### config.mk
export PLATFORM = sky130hd
export DESIGN_NAME = sram_wb_arbiter
export DESIGN_NICKNAME = d
export VERILOG_FILES = /design/src/rtl/sram_wb_arbiter.sv
export SDC_FILE = /design/constraint.sdc
export NUM_CORES = 1
export LEC_CHECK = 0
export BUFFER_PORTS_ARGS = -buffer_cell sky130_fd_sc_hd__buf_2
export CAP_MARGIN = 30
export CELL_PAD_IN_SITES_DETAIL_PLACEMENT = 1
export CELL_PAD_IN_SITES_GLOBAL_PLACEMENT = 1
export CORE_AREA = 3 3 123 125
export DETAILED_ROUTE_END_ITERATION = 6
export DIE_AREA = 0 0 126 128
export PLACE_DENSITY_LB_ADDON = 0.08
export SKIP_LAST_GASP = 1
export SLEW_MARGIN = 20
export SYNTH_ARGS = -nofsm -noshare
export SYNTH_HDL_FRONTEND = slang
export SYNTH_SLANG_ARGS = --single-unit
### constraint.sdc
create_clock -name wb_clk_i -period 1.9 [get_ports wb_clk_i]
set_input_delay 0.19 -clock wb_clk_i [delete_from_list [all_inputs] [get_ports wb_clk_i]]
set_output_delay 0.19 -clock wb_clk_i [all_outputs]
set_load 0.02 [all_outputs]
### src/rtl/sram_wb_arbiter.sv
// Two-master round-robin Wishbone arbiter in front of the single SRAM slave port,
// with a per-beat acknowledge watchdog that answers a stalled beat with err.
module sram_wb_arbiter #(
  parameter int ADDR_W         = 32,
  parameter int DATA_W         = 32,
  parameter int TIMEOUT_CYCLES = 16
) (
  input  logic                wb_clk_i,
  input  logic                wb_rst_i,
  input  logic                m0_cyc_i,
  input  logic                m0_stb_i,
  input  logic                m0_we_i,
  input  logic [DATA_W/8-1:0] m0_sel_i,
  input  logic [ADDR_W-1:0]   m0_adr_i,
  input  logic [DATA_W-1:0]   m0_dat_i,
  output logic                m0_ack_o,
  output logic                m0_err_o,
  output logic [DATA_W-1:0]   m0_dat_o,
  input  logic                m1_cyc_i,
  input  logic                m1_stb_i,
  input  logic                m1_we_i,
  input  logic [DATA_W/8-1:0] m1_sel_i,
  input  logic [ADDR_W-1:0]   m1_adr_i,
  input  logic [DATA_W-1:0]   m1_dat_i,
  output logic                m1_ack_o,
  output logic                m1_err_o,
  output logic [DATA_W-1:0]   m1_dat_o,
  output logic                s_cyc_o,
  output logic                s_stb_o,
  output logic                s_we_o,
  output logic [DATA_W/8-1:0] s_sel_o,
  output logic [ADDR_W-1:0]   s_adr_o,
  output logic [DATA_W-1:0]   s_dat_o,
  input  logic                s_ack_i,
  input  logic [DATA_W-1:0]   s_dat_i,
  output logic [1:0]          gnt_o
);

  typedef enum logic [1:0] {IDLE, GNT0, GNT1} state_t;

  state_t state, state_next;
  logic   last_grant;
  logic   grant0, grant1;
  logic   timeout;

  always_ff @(posedge wb_clk_i or posedge wb_rst_i) begin
    if (wb_rst_i) begin
      state      <= IDLE;
      last_grant <= 1'b1;
    end else begin
      state <= state_next;
      if (state == IDLE && state_next == GNT0)
        last_grant <= 1'b0;
      else if (state == IDLE && state_next == GNT1)
        last_grant <= 1'b1;
    end
  end

  // A grant always returns through IDLE, so two grants are separated by a dead cycle.
  always_comb begin
    state_next = state;
    case (state)
      IDLE: begin
        if (m0_cyc_i && m1_cyc_i)
          state_next = last_grant ? GNT0 : GNT1;
        else if (m0_cyc_i)
          state_next = GNT0;
        else if (m1_cyc_i)
          state_next = GNT1;
      end
      GNT0:    if (!m0_cyc_i) state_next = IDLE;
      GNT1:    if (!m1_cyc_i) state_next = IDLE;
      default: state_next = IDLE;
    endcase
  end

  assign grant0 = (state == GNT0);
  assign grant1 = (state == GNT1);
  assign gnt_o  = {grant1, grant0};

  // Strobe is qualified by cyc so a master abandoning its cycle drops the slave beat at once.
  always_comb begin
    s_cyc_o = 1'b0;
    s_stb_o = 1'b0;
    s_we_o  = 1'b0;
    s_sel_o = '0;
    s_adr_o = '0;
    s_dat_o = '0;
    if (grant0) begin
      s_cyc_o = m0_cyc_i;
      s_stb_o = m0_cyc_i & m0_stb_i;
      s_we_o  = m0_we_i;
      s_sel_o = m0_sel_i;
      s_adr_o = m0_adr_i;
      s_dat_o = m0_dat_i;
    end else if (grant1) begin
      s_cyc_o = m1_cyc_i;
      s_stb_o = m1_cyc_i & m1_stb_i;
      s_we_o  = m1_we_i;
      s_sel_o = m1_sel_i;
      s_adr_o = m1_adr_i;
      s_dat_o = m1_dat_i;
    end
  end

  assign m0_ack_o = s_ack_i & grant0 & m0_cyc_i & m0_stb_i;
  assign m1_ack_o = s_ack_i & grant1 & m1_cyc_i & m1_stb_i;
  assign m0_err_o = timeout & grant0;
  assign m1_err_o = timeout & grant1;
  assign m0_dat_o = grant0 ? s_dat_i : '0;
  assign m1_dat_o = grant1 ? s_dat_i : '0;

  // err fires in the last waiting cycle only while ack is absent, so ack always wins a tie.
  generate
    if (TIMEOUT_CYCLES > 0) begin : g_watchdog
      localparam int CNT_W = $clog2(TIMEOUT_CYCLES + 1);
      localparam logic [CNT_W-1:0] LAST = CNT_W'(TIMEOUT_CYCLES - 1);
      logic [CNT_W-1:0] wait_cnt;

      assign timeout = s_stb_o & ~s_ack_i & (wait_cnt == LAST);

      always_ff @(posedge wb_clk_i or posedge wb_rst_i) begin
        if (wb_rst_i)
          wait_cnt <= '0;
        else if (!s_stb_o || s_ack_i || timeout)
          wait_cnt <= '0;
        else
          wait_cnt <= wait_cnt + 1'b1;
      end
    end else begin : g_no_watchdog
      assign timeout = 1'b0;
    end
  endgenerate

endmodule
==> results.md, run 1 <==
* Instance area at placement at 3350 sq um
* Post-synth net total at 378
* Fin. Hold Viols at 0
* Cells after Synth at 199
* Setup CP Type: flop to output pin
* CP max stage cell: dfrtp_1
* CTS tree: yes
* Root Buffer: clkbuf_16
* Routability cong. at 0.830
* Post-route cell area at 3550 sq um
* Synthesized area at 1640 sq um
* Commonest cells after routing, fill and taps aside: buf_2, a22o_1, and2_1
* Total gr overflow at 0
* Buf/Inv on CP at 1
* Most Used Layer, Global Route: met2
* Commonest non-fill, non-tap cell in the layout: buf_2
* Max stage delay on crit path at 0.39 ns
* Crit Path Max Fanout at 7
* Slew Limit Fails at 0
* Synth top area cells: a22o_1, and2_1, dfrtp_1
* Leak at 2.18 nW
* Final WS setup at 0.0810 ns
* Relative slew slack at 79.3%
* Starting Density at 11.7%
* Period utilisation layout at 95.7%
* Fin cells at 686
* Met2 usage at 24.8%
* Met3 Usage GRT at 2.25%
* DR vias at 2857
* Fin util at 25.4%
* Number of global-route vias before repair at 2905
* Initial antenna violation count at 0
* Met1 usage at 15.1%
* Average footprint of a synthesized cell at 8.26 sq um
* Clock transition at path regs at 0.04 ns
* Die height at 128 um
* DRT Pass-1 Iters at 4
* Top cell type's share of synthesized area at 37.3%
* Worst Skew at 0.00216 ns
* Die Wd at 126 um
* Nets at 686
* Number of synthesized register bits at 8
* IO Pins at 318
* Max Root-Sink Buffers at 2
* Ys async rst share at 100%
* Max-cap violations at 0
* Pre-CTS setup slack at 0.234 ns
* # rows at 43
* Clock Latency Late Sink at 0.23 ns
* H-tree depth at 1
* Placed insts at 673
* Final setup vio count at 0
* Hpwl dp at 9900 um
* Crit path DAT at 1.63 ns
* PortBufs at 317
* Tmin final at 1.82 ns
* Via density at 4.16
* Cell Chain, Critical Path: ha_1 > and3_1 > ha_4 > and4bb_2 > buf_2
* First-pass GRT wire length at 16700 um
* Max VDD drop at 0.288 mV
* Final setup TNS at 0 ns
* Share of post-route cells with drive strength above 1 at 67.4%
* Area Growth Syn to Fin at 116%
* GRT Total Usage at 13.0%
* Post-synth EDFFs at 0
* Yosys Warn Count at 0
* Post-route antenna net violation count at 0
* DRT iter0 DRCs at 97
* R2R Setup Slk at 0.43 ns
* Wire per inst at 17.9 um
* Seq/Total Area, Yosys at 12.3%
* Top delay family on crit path: simple AND/OR/NAND/NOR gates
* Ys flop type: dfrtp_1
* DRC at 0
* Critical Path Sink Type: output pin
* Critical Path Start Type: flop
* Status: completed
* Pwr Density at 774 nW/um^2
* Post-synth top area cell: a22o_1
* Hold Crit Class: input port to flop
* Wirelength, routed at 12300 um
* Distinct cell type count after synthesis at 28
* Clock Sinks at 8
* Die area at 16100 sq um
* Least-Margin Pin Slew at 0.308 ns
* Largest net degree at the start of global routing at 73
* Critical path data required time at 1.71 ns
* RSZ-0062 raised after global routing: no
* Diode count at 0
* Total CTS buffers at 3
* CORE AREA at 14000 sq um
* Fmax at 0.550 GHz
-- sequential cells by signal, summed over array words and instances, names as in the netlist --
signal               cells
state                    2
g_watchdog.wait_cnt      5
last_grant               1
-- area by class of cell --
type	count	area, sq um
Fill cell	1761	10400
Timing Repair Buffer	330	1770
Multi-Input combinational cell	161	1260
Tap cell	180	225
Sequential cell	8	203
Clock buffer	4	78.8
Inverter	3	11.3
-- where the power goes --
group          switching [mW]  leakage (nW)  total [mW]  internal (mW)
Sequential             0.0271         0.104       0.228          0.201
Clock                  0.0777        0.0382       0.357          0.279
Combinational            1.29          2.04        2.16          0.874
Total                    1.40          2.18        2.75           1.35
-- synth_stat cells (3+ instances only) --
| cell | count |
|---|---|
| buf_4 | 8 |
| inv_1 | 3 |
| nor4_1 | 4 |
| buf_6 | 7 |
| and2_1 | 65 |
| a22o_1 | 70 |
| nor2b_1 | 3 |
| buf_2 | 7 |
| dfrtp_1 | 7 |
-- path summary, 6_finish.rpt --
path | depth (start not counted) | startpoint | end
min in group asynchronous | 3 | wb_rst_i | g_watchdog.wait_cnt[0]$_DFF_PP0_
max in group asynchronous | 3 | wb_rst_i | last_grant$_DFFE_PP1P_
max | 5 | g_watchdog.wait_cnt[0]$_DFF_PP0_ | m0_err_o
max reg2reg | 4 | g_watchdog.wait_cnt[0]$_DFF_PP0_ | g_watchdog.wait_cnt[2]$_DFF_PP0_
min | 2 | s_ack_i | g_watchdog.wait_cnt[1]$_DFF_PP0_
min reg2reg | 1 | g_watchdog.wait_cnt[0]$_DFF_PP0_ | g_watchdog.wait_cnt[0]$_DFF_PP0_
-- worst reg2reg max path, stage by stage, from the launching register on --
cell     delay, ns
dfrtp_1       0.39
ha_1          0.24
and3_1        0.21
ha_4          0.18
nor4_1        0.32
-- metal layers --
metal,part of all wire (%),wire length [um],vias up
li1,-,-,1356
met4,1.3,157,0
met3,7.6,940,8
met1,37,4610,1326
met5,0,0,-
met2,54,6590,167
-- cell families after synthesis --
group                      synth area share [%]
xor gates and xnor gates                   1.07
buffers and inverters                      12.6
and+or+nand+nor                            32.9
DFF                                        12.3
adders and majority gates                  1.52
AOI/OAI and AO/OA                          39.7
-- metrics by stage --
step / hold WS, ns / power [mW]
after floorplan: 0.00494 / 1.56
after global placement: 0.141 / 2.33
after detailed placement: 0.147 / 2.34
after CTS: 0.253 / 2.71
after global routing: 0.270 / 2.94
final: 0.247 / 2.75
-- repair_timing --
| item | in CTS | in global routing |
|---|---|---|
| cloned | 0 | 2 |
| buffers inserted | 0 | 6 |
| pin swaps | 0 | 1 |
| endpoints found under the setup margin | 2 | 21 |
| hold buffers | 1 | 0 |
| hold endpoints to repair | 7 | 0 |
| gates resized for setup | 1 | 2 |
No activity file was read; power rests on OpenSTA's default activity.
==> run 2, diff against run 1 <==
- clock period: 1.9 -> 1.95 ns (I/O delays scaled with it)
==> results.md, run 2 (synthesized netlist as in run 1, its figures left out) <==
* Status: completed
* Comb power frac at 77.8% (-0.9 points)
* Wirelength, routed at 11700 um (-4.8%)
* Total CTS buffers at 3 (unchanged)
* Die Wd at 126 um (unchanged)
* IO Pins at 318 (unchanged)
* Pre-CTS setup slack at 0.275 ns (+0.0410 ns)
* Nets at 678 (-1.2%)
* DRT Pass-1 Iters at 4 (unchanged)
* Hold Crit Class: input port to flop
* Setup Fix Bufs, Post-CTS at 0 (unchanged)
* Hpwl dp at 9920 um (+0.22%)
* Final setup vio count at 0 (unchanged)
* Starting Density at 11.7% (unchanged)
* CORE AREA at 14000 sq um (unchanged)
* Internal Power at 1.25 mW (-7.8%)
* Final setup TNS at 0 ns (unchanged)
* GRT Total Usage at 12.9% (-0.097 points)
* Final WS setup at 0.119 ns (+0.0383 ns)
* Largest regs: g_watchdog.wait_cnt x5, state x2, last_grant x1
* Period utilisation layout at 93.9%
* Die area at 16100 sq um (unchanged)
* Clock Latency Late Sink at 0.23 ns (about the same)
* Setup CP Type: flop to output pin
* Least-Margin Pin Slew at 0.350 ns (+0.0421 ns)
* Fin. Hold Viols at 0 (unchanged)
* Top reg by flops: g_watchdog.wait_cnt
* Worst setup path startpoint: g_watchdog.wait_cnt[0]$_DFF_PP0_
* Hold Startpoint: s_ack_i
* Sequential power share at 8.6% (+0.3 points)
* Initial antenna violation count at 2 (+2)
* Clock Sinks at 8 (unchanged)
* Max VDD drop at 0.353 mV (+22%)
* Slew Limit Fails at 0 (unchanged)
* Worst Skew at 0.00100 ns (-0.00116 ns)
* Leak at 2.13 nW (-2.5%)
* Crit path DAT at 1.64 ns (about the same)
* CTS tree: yes
* Clock transition at path regs at 0.04 ns (about the same)
* PortBufs at 317 (unchanged)
* DRC at 0 (unchanged)
* Critical path data required time at 1.75 ns (+0.04 ns)
* Tmin final at 1.83 ns
* Post-route cell area at 3440 sq um (-3.2%)
* Critical Path Start Type: flop
* R2r startpoint: g_watchdog.wait_cnt[0]$_DFF_PP0_
* # fillers at 1799 (+2.2%)
* Wire per inst at 17.3 um (-3.8%)
* DR vias at 2770 (-3.0%)
* Routability cong. at 0.820 (-1.2%)
* Largest net degree at the start of global routing at 73 (unchanged)
* Commonest non-fill, non-tap cell in the layout: buf_2
* Fmax at 0.546 GHz
* Die height at 128 um (unchanged)
* Commonest cells after routing, fill and taps aside: buf_2, a22o_1, and2_1
* Clock group share of total power at 13.5% (+0.5 points)
* Largest register FFs at 5 (unchanged)
* Sw frac at 51.3% (+0.56 points)
* Total gr overflow at 0 (unchanged)
* H-tree depth at 1 (unchanged)
* Share of post-route cells with drive strength above 1 at 66.7% (-0.72 points)
* # rows at 43 (unchanged)
* Via density at 4.08 (-2.0%)
* Number of global-route vias before repair at 2846 (-2.0%)
* Instance area at placement at 3340 sq um (-0.37%)
* Max-cap violations at 0 (unchanged)
* Crit Path Max Fanout at 7 (unchanged)
* Root Buffer: clkbuf_16
* Area Growth Syn to Fin at 109%
* Pwr Density at 746 nW/um^2 (-3.6%)
* DRT iter0 DRCs at 45 (-54%)
* First-pass GRT wire length at 16700 um (-0.25%)
* Relative slew slack at 76.5% (-2.8 points)
* P_sw at 1.32 mW (-5.7%)
* Max Root-Sink Buffers at 2 (unchanged)
* RSZ-0062 raised after global routing: no
* Critical Path Sink Type: output pin
* Post-route antenna net violation count at 0 (unchanged)
## run 2: changes by cell type in the layout (fill, tap and decap cells not counted), sizes merged
cell | before | now
buf | 327 | 321
clkbuf | 6 | 4
diode | 0 | 1
## run 2: critical path, stage by stage, from the launching register on
cell and delay, ns:
dfrtp_1 0.38, ha_1 0.23, and3_1 0.19, ha_2 0.21, and4bb_2 0.24, buf_2 0.15
## run 2: timing repair
| action | CTS | global route |
|---|---|---|
| resized for setup | 0 | 2 |
| hold buffers | 1 | 0 |
| setup endpoints to repair | 0 | 2 |
| hold endpoints to repair | 7 | 0 |
## run 2: cell type report
class / count / area [sq um] / share of cell area, %
diodes: 1 / 2.50 / 0.0728
clock buffers: 4 / 78.8 / 2.29
inverters: 3 / 11.3 / 0.327
multi-input cells: 161 / 1250 / 36.4
flip-flops and latches: 8 / 201 / 5.86
well taps: 180 / 225 / 6.55
repair buffers: 322 / 1670 / 48.5
## run 2: path summary, 6_finish.rpt
| check | endpoint | slack, ns | cells after the start |
|---|---|---|---|
| max | m0_err_o | 0.12 | 5 |
| min reg2reg | g_watchdog.wait_cnt[0]$_DFF_PP0_ | 0.47 | 1 |
| max in group asynchronous | last_grant$_DFFE_PP1P_ | 1.22 | 3 |
| min | g_watchdog.wait_cnt[1]$_DFF_PP0_ | 0.27 | 2 |
| max reg2reg | g_watchdog.wait_cnt[3]$_DFF_PP0_ | 0.44 | 4 |
| min in group asynchronous | g_watchdog.wait_cnt[0]$_DFF_PP0_ | 0.45 | 3 |
## run 2: per-layer routing
layer / wire length [um] / GRT usage (%) / part of all wire (%) / vias to the layer above
met2: 6320 / 25.0 / 54 / 166
met3: 926 / 2.50 / 7.9 / 9
met5: 13 / 0 / 0.11 / -
met4: 87 / 2.52 / 0.74 / 2
li1: - / - / - / 1334
met1: 4370 / 14.6 / 37 / 1259
## run 2: metrics by stage
stage | hold slack, ns | total power [mW] | std cells | util [%]
final | 0.265 | 2.56 | 679 | 24.6
after global routing | 0.280 | 2.75 | 679 | 24.6
after CTS | 0.263 | 2.62 | 678 | 24.5
after detailed placement | 0.154 | 2.26 | 673 | 23.9
after global placement | 0.148 | 2.26 | 673 | 23.9
after floorplan | 0.00994 | 1.52 | 199 | -
## run 2: power by group through the flow
stage	combinational, mW	clock [mW]	sequential [mW]
after floorplan	1.31	0	0.212
after global placement	2.04	0	0.223
after detailed placement	2.03	0	0.223
after CTS	2.05	0.358	0.221
after global routing	2.15	0.372	0.224
final	2.00	0.347	0.221
==> run 3, diff against run 2 <==
- CELL_PAD_IN_SITES_DETAIL_PLACEMENT: 1 -> unset
- CELL_PAD_IN_SITES_GLOBAL_PLACEMENT: 1 -> unset
- CORE_AREA: 3 3 123 125 -> 3 3 124 126
- DIE_AREA: 0 0 126 128 -> 0 0 127 129
- HOLD_SLACK_MARGIN: unset -> 0.08
- clock period: 1.95 -> 2 ns (I/O delays scaled with it)
==> results.md, run 3 (synthesized netlist as in run 1, its figures left out) <==
* DRC at 0 (unchanged)
* Largest net degree at the start of global routing at 57 (-22%)
* H-tree depth at 1 (unchanged)
* Min-Delay Endpoint: g_watchdog.wait_cnt[1]$_DFF_PP0_
* Relative slew slack at 80.0% (+3.5 points)
* Pre-CTS setup slack at 0.321 ns (+0.0459 ns)
* RSZ-0062 raised after global routing: no
* Hold Startpoint: s_ack_i
* DR vias at 2719 (-1.8%)
* Post-route cell area at 3460 sq um (+0.55%)
* Wirelength, routed at 10300 um (-12%)
* Final setup TNS at 0 ns (unchanged)
* Number of global-route vias before repair at 2557 (-10%)
* Critical Path Start Type: flop
* Clock Sinks at 8 (unchanged)
* CORE AREA at 14400 sq um (+3.1%)
* Placed insts at 678 (+0.74%)
* Critical path data required time at 1.80 ns (+0.05 ns)
* Commonest non-fill, non-tap cell in the layout: buf_2
* Fin cells at 683 (+0.59%)
* Instance area at placement at 3370 sq um (+0.75%)
* Final Hold Slack at 0.252 ns (-0.0139 ns)
* Worst Skew at 0.00249 ns (+0.00149 ns)
* Slew Limit Fails at 0 (unchanged)
* Total gr overflow at 0 (unchanged)
* DRT iter0 DRCs at 119 (+160%)
* Status: completed
* Via density at 3.98 (-2.4%)
* Clock group share of total power at 13.5% (about the same)
* PortBufs at 317 (unchanged)
* Routed length on met3 at 784 um (-15%)
* Sw frac at 50.7% (-0.58 points)
* Commonest cells after routing, fill and taps aside: buf_2, a22o_1, and2_1
* Max Root-Sink Buffers at 2 (unchanged)
* Die area at 16400 sq um (+1.6%)
* Routability cong. at 0.707 (-14%)
* Die Wd at 127 um (+0.79%)
* R2R Setup Slk at 0.53 ns (+0.09 ns)
* DRT Pass-1 Iters at 4 (unchanged)
* Comb power frac at 77.9% (about the same)
* Top reg by flops: g_watchdog.wait_cnt
* Fmax at 0.537 GHz
* WL met2 at 5480 um (-13%)
* Leak at 2.13 nW (+0.36%)
* Final WS setup at 0.137 ns (+0.0177 ns)
* Crit Path Max Fanout at 8 (+1)
* CTS tree: yes
* Die height at 129 um (+0.78%)
* Clock transition at path regs at 0.04 ns (about the same)
* Least-Margin Pin Slew at 0.297 ns (-0.0525 ns)
* Internal Power at 1.23 mW (-1.4%)
* Crit path DAT at 1.66 ns (+0.02 ns)
* Critical Path Sink Type: output pin
* First-pass GRT wire length at 14100 um (-16%)
* Worst Hold Path Cells at 2 (unchanged)
* Fin. Hold Viols at 0 (unchanged)
* Final setup vio count at 0 (unchanged)
* Reg2reg path depth at 4 (unchanged)
* Top routing layer in use: met4
* Post-route antenna net violation count at 0 (unchanged)
* Period utilisation layout at 93.2%
* # fillers at 1671 (-7.1%)
* Tmin final at 1.86 ns
* Max VDD drop at 0.348 mV (-1.2%)
* Area Growth Syn to Fin at 111%
* R2r startpoint: g_watchdog.wait_cnt[0]$_DFF_PP0_
* Wire per inst at 15.1 um (-13%)
* Largest regs: g_watchdog.wait_cnt x5, state x2, last_grant x1
* Nets at 679 (+0.15%)
* GRT Total Usage at 10.6% (-2.3 points)
* Worst R2R End: g_watchdog.wait_cnt[2]$_DFF_PP0_
* Setup CP Type: flop to output pin
* Root Buffer: clkbuf_16
* Largest register FFs at 5 (unchanged)
* Sequential power share at 8.6% (about the same)
* Diode count at 0 (-1)
* P_sw at 1.27 mW (-3.7%)
* Starting Density at 11.4% (-0.35 points)
* Pwr Density at 722 nW/um^2 (-3.1%)
* # rows at 44 (+2.3%)
* Wire length on met1 at 3990 um (-8.7%)
* Clock Latency Late Sink at 0.23 ns (about the same)
* Max-cap violations at 0 (unchanged)
* Setup Fix Bufs, Post-CTS at 0 (unchanged)
* Hpwl dp at 8740 um (-12%)
* Hold Crit Class: input port to flop
* Initial antenna violation count at 0 (-2)
* Share of post-route cells with drive strength above 1 at 66.7% (+0.067 points)
* IO Pins at 318 (unchanged)
* Total CTS buffers at 3 (unchanged)
==> run 3: cell types whose count changed in the layout (fill, tap and decap cells not counted), sizes merged <==
| cell | delta |
|---|---|
| buf | +1 |
| diode | -1 |
==> run 3: how the worst max path moves through the flow <==
stage / startpoint / to / cells past startpoint / slack (ns)
after floorplan: g_watchdog.wait_cnt[0]$_DFF_PP0_ / m0_err_o / 4 / 0.51
after global placement: g_watchdog.wait_cnt[0]$_DFF_PP0_ / m1_err_o / 5 / 0.34
after detailed placement: g_watchdog.wait_cnt[0]$_DFF_PP0_ / m1_err_o / 5 / 0.32
after CTS: g_watchdog.wait_cnt[0]$_DFF_PP0_ / m1_err_o / 5 / 0.07
after global routing: state[0]$_DFF_PP0_ / s_sel_o[0] / 4 / 0.002
final: state[1]$_DFF_PP0_ / m1_err_o / 4 / 0.14
==> run 3: critical path: stages (launching register included) <==
cell and delay [ns]:
dfrtp_1 0.45, and4b_1 0.28, a31oi_4 0.27, and4bb_2 0.28, buf_2 0.16
==> run 3: repair_timing <==
item                       4_1_cts  5_1_grt
setup endpoints to repair        0        1
hold buffers                     1        0
hold endpoints to repair         7        0
gates resized for setup          0        1
==> run 3: final cells by class <==
class / count / area, sq um / share of cell area [%]
clock buffer: 4 / 78.8 / 2.28
tap: 184 / 230 / 6.66
multi-input combinational: 161 / 1250 / 36.2
inverter: 3 / 11.3 / 0.326
timing repair buffer: 323 / 1680 / 48.7
sequential: 8 / 201 / 5.82
==> run 3: per-layer routing <==
metal | global-route usage [%] | vias to the layer above
met4 | 0.946 | 0
met3 | 1.41 | 4
met5 | 0 | -
met2 | 20.2 | 146
li1 | - | 1337
met1 | 13.0 | 1232
==> run 3: stage by stage <==
step                      util, %  power [mW]
after floorplan                 -        1.49
after global placement       23.3        2.21
after detailed placement     23.3        2.19
after global routing         24.0        2.67
after CTS                    24.0        2.54
final                        24.0        2.50
==> run 3: power by group through the flow <==
stage | Clock, mW | Combinational [mW] | Sequential [mW]
2_1_floorplan | 0 | 1.28 | 0.207
3_3_place_gp | 0 | 1.99 | 0.217
3_5_place_dp | 0 | 1.97 | 0.217
4_1_cts | 0.343 | 1.99 | 0.215
5_1_grt | 0.356 | 2.09 | 0.220
6_report | 0.337 | 1.95 | 0.216
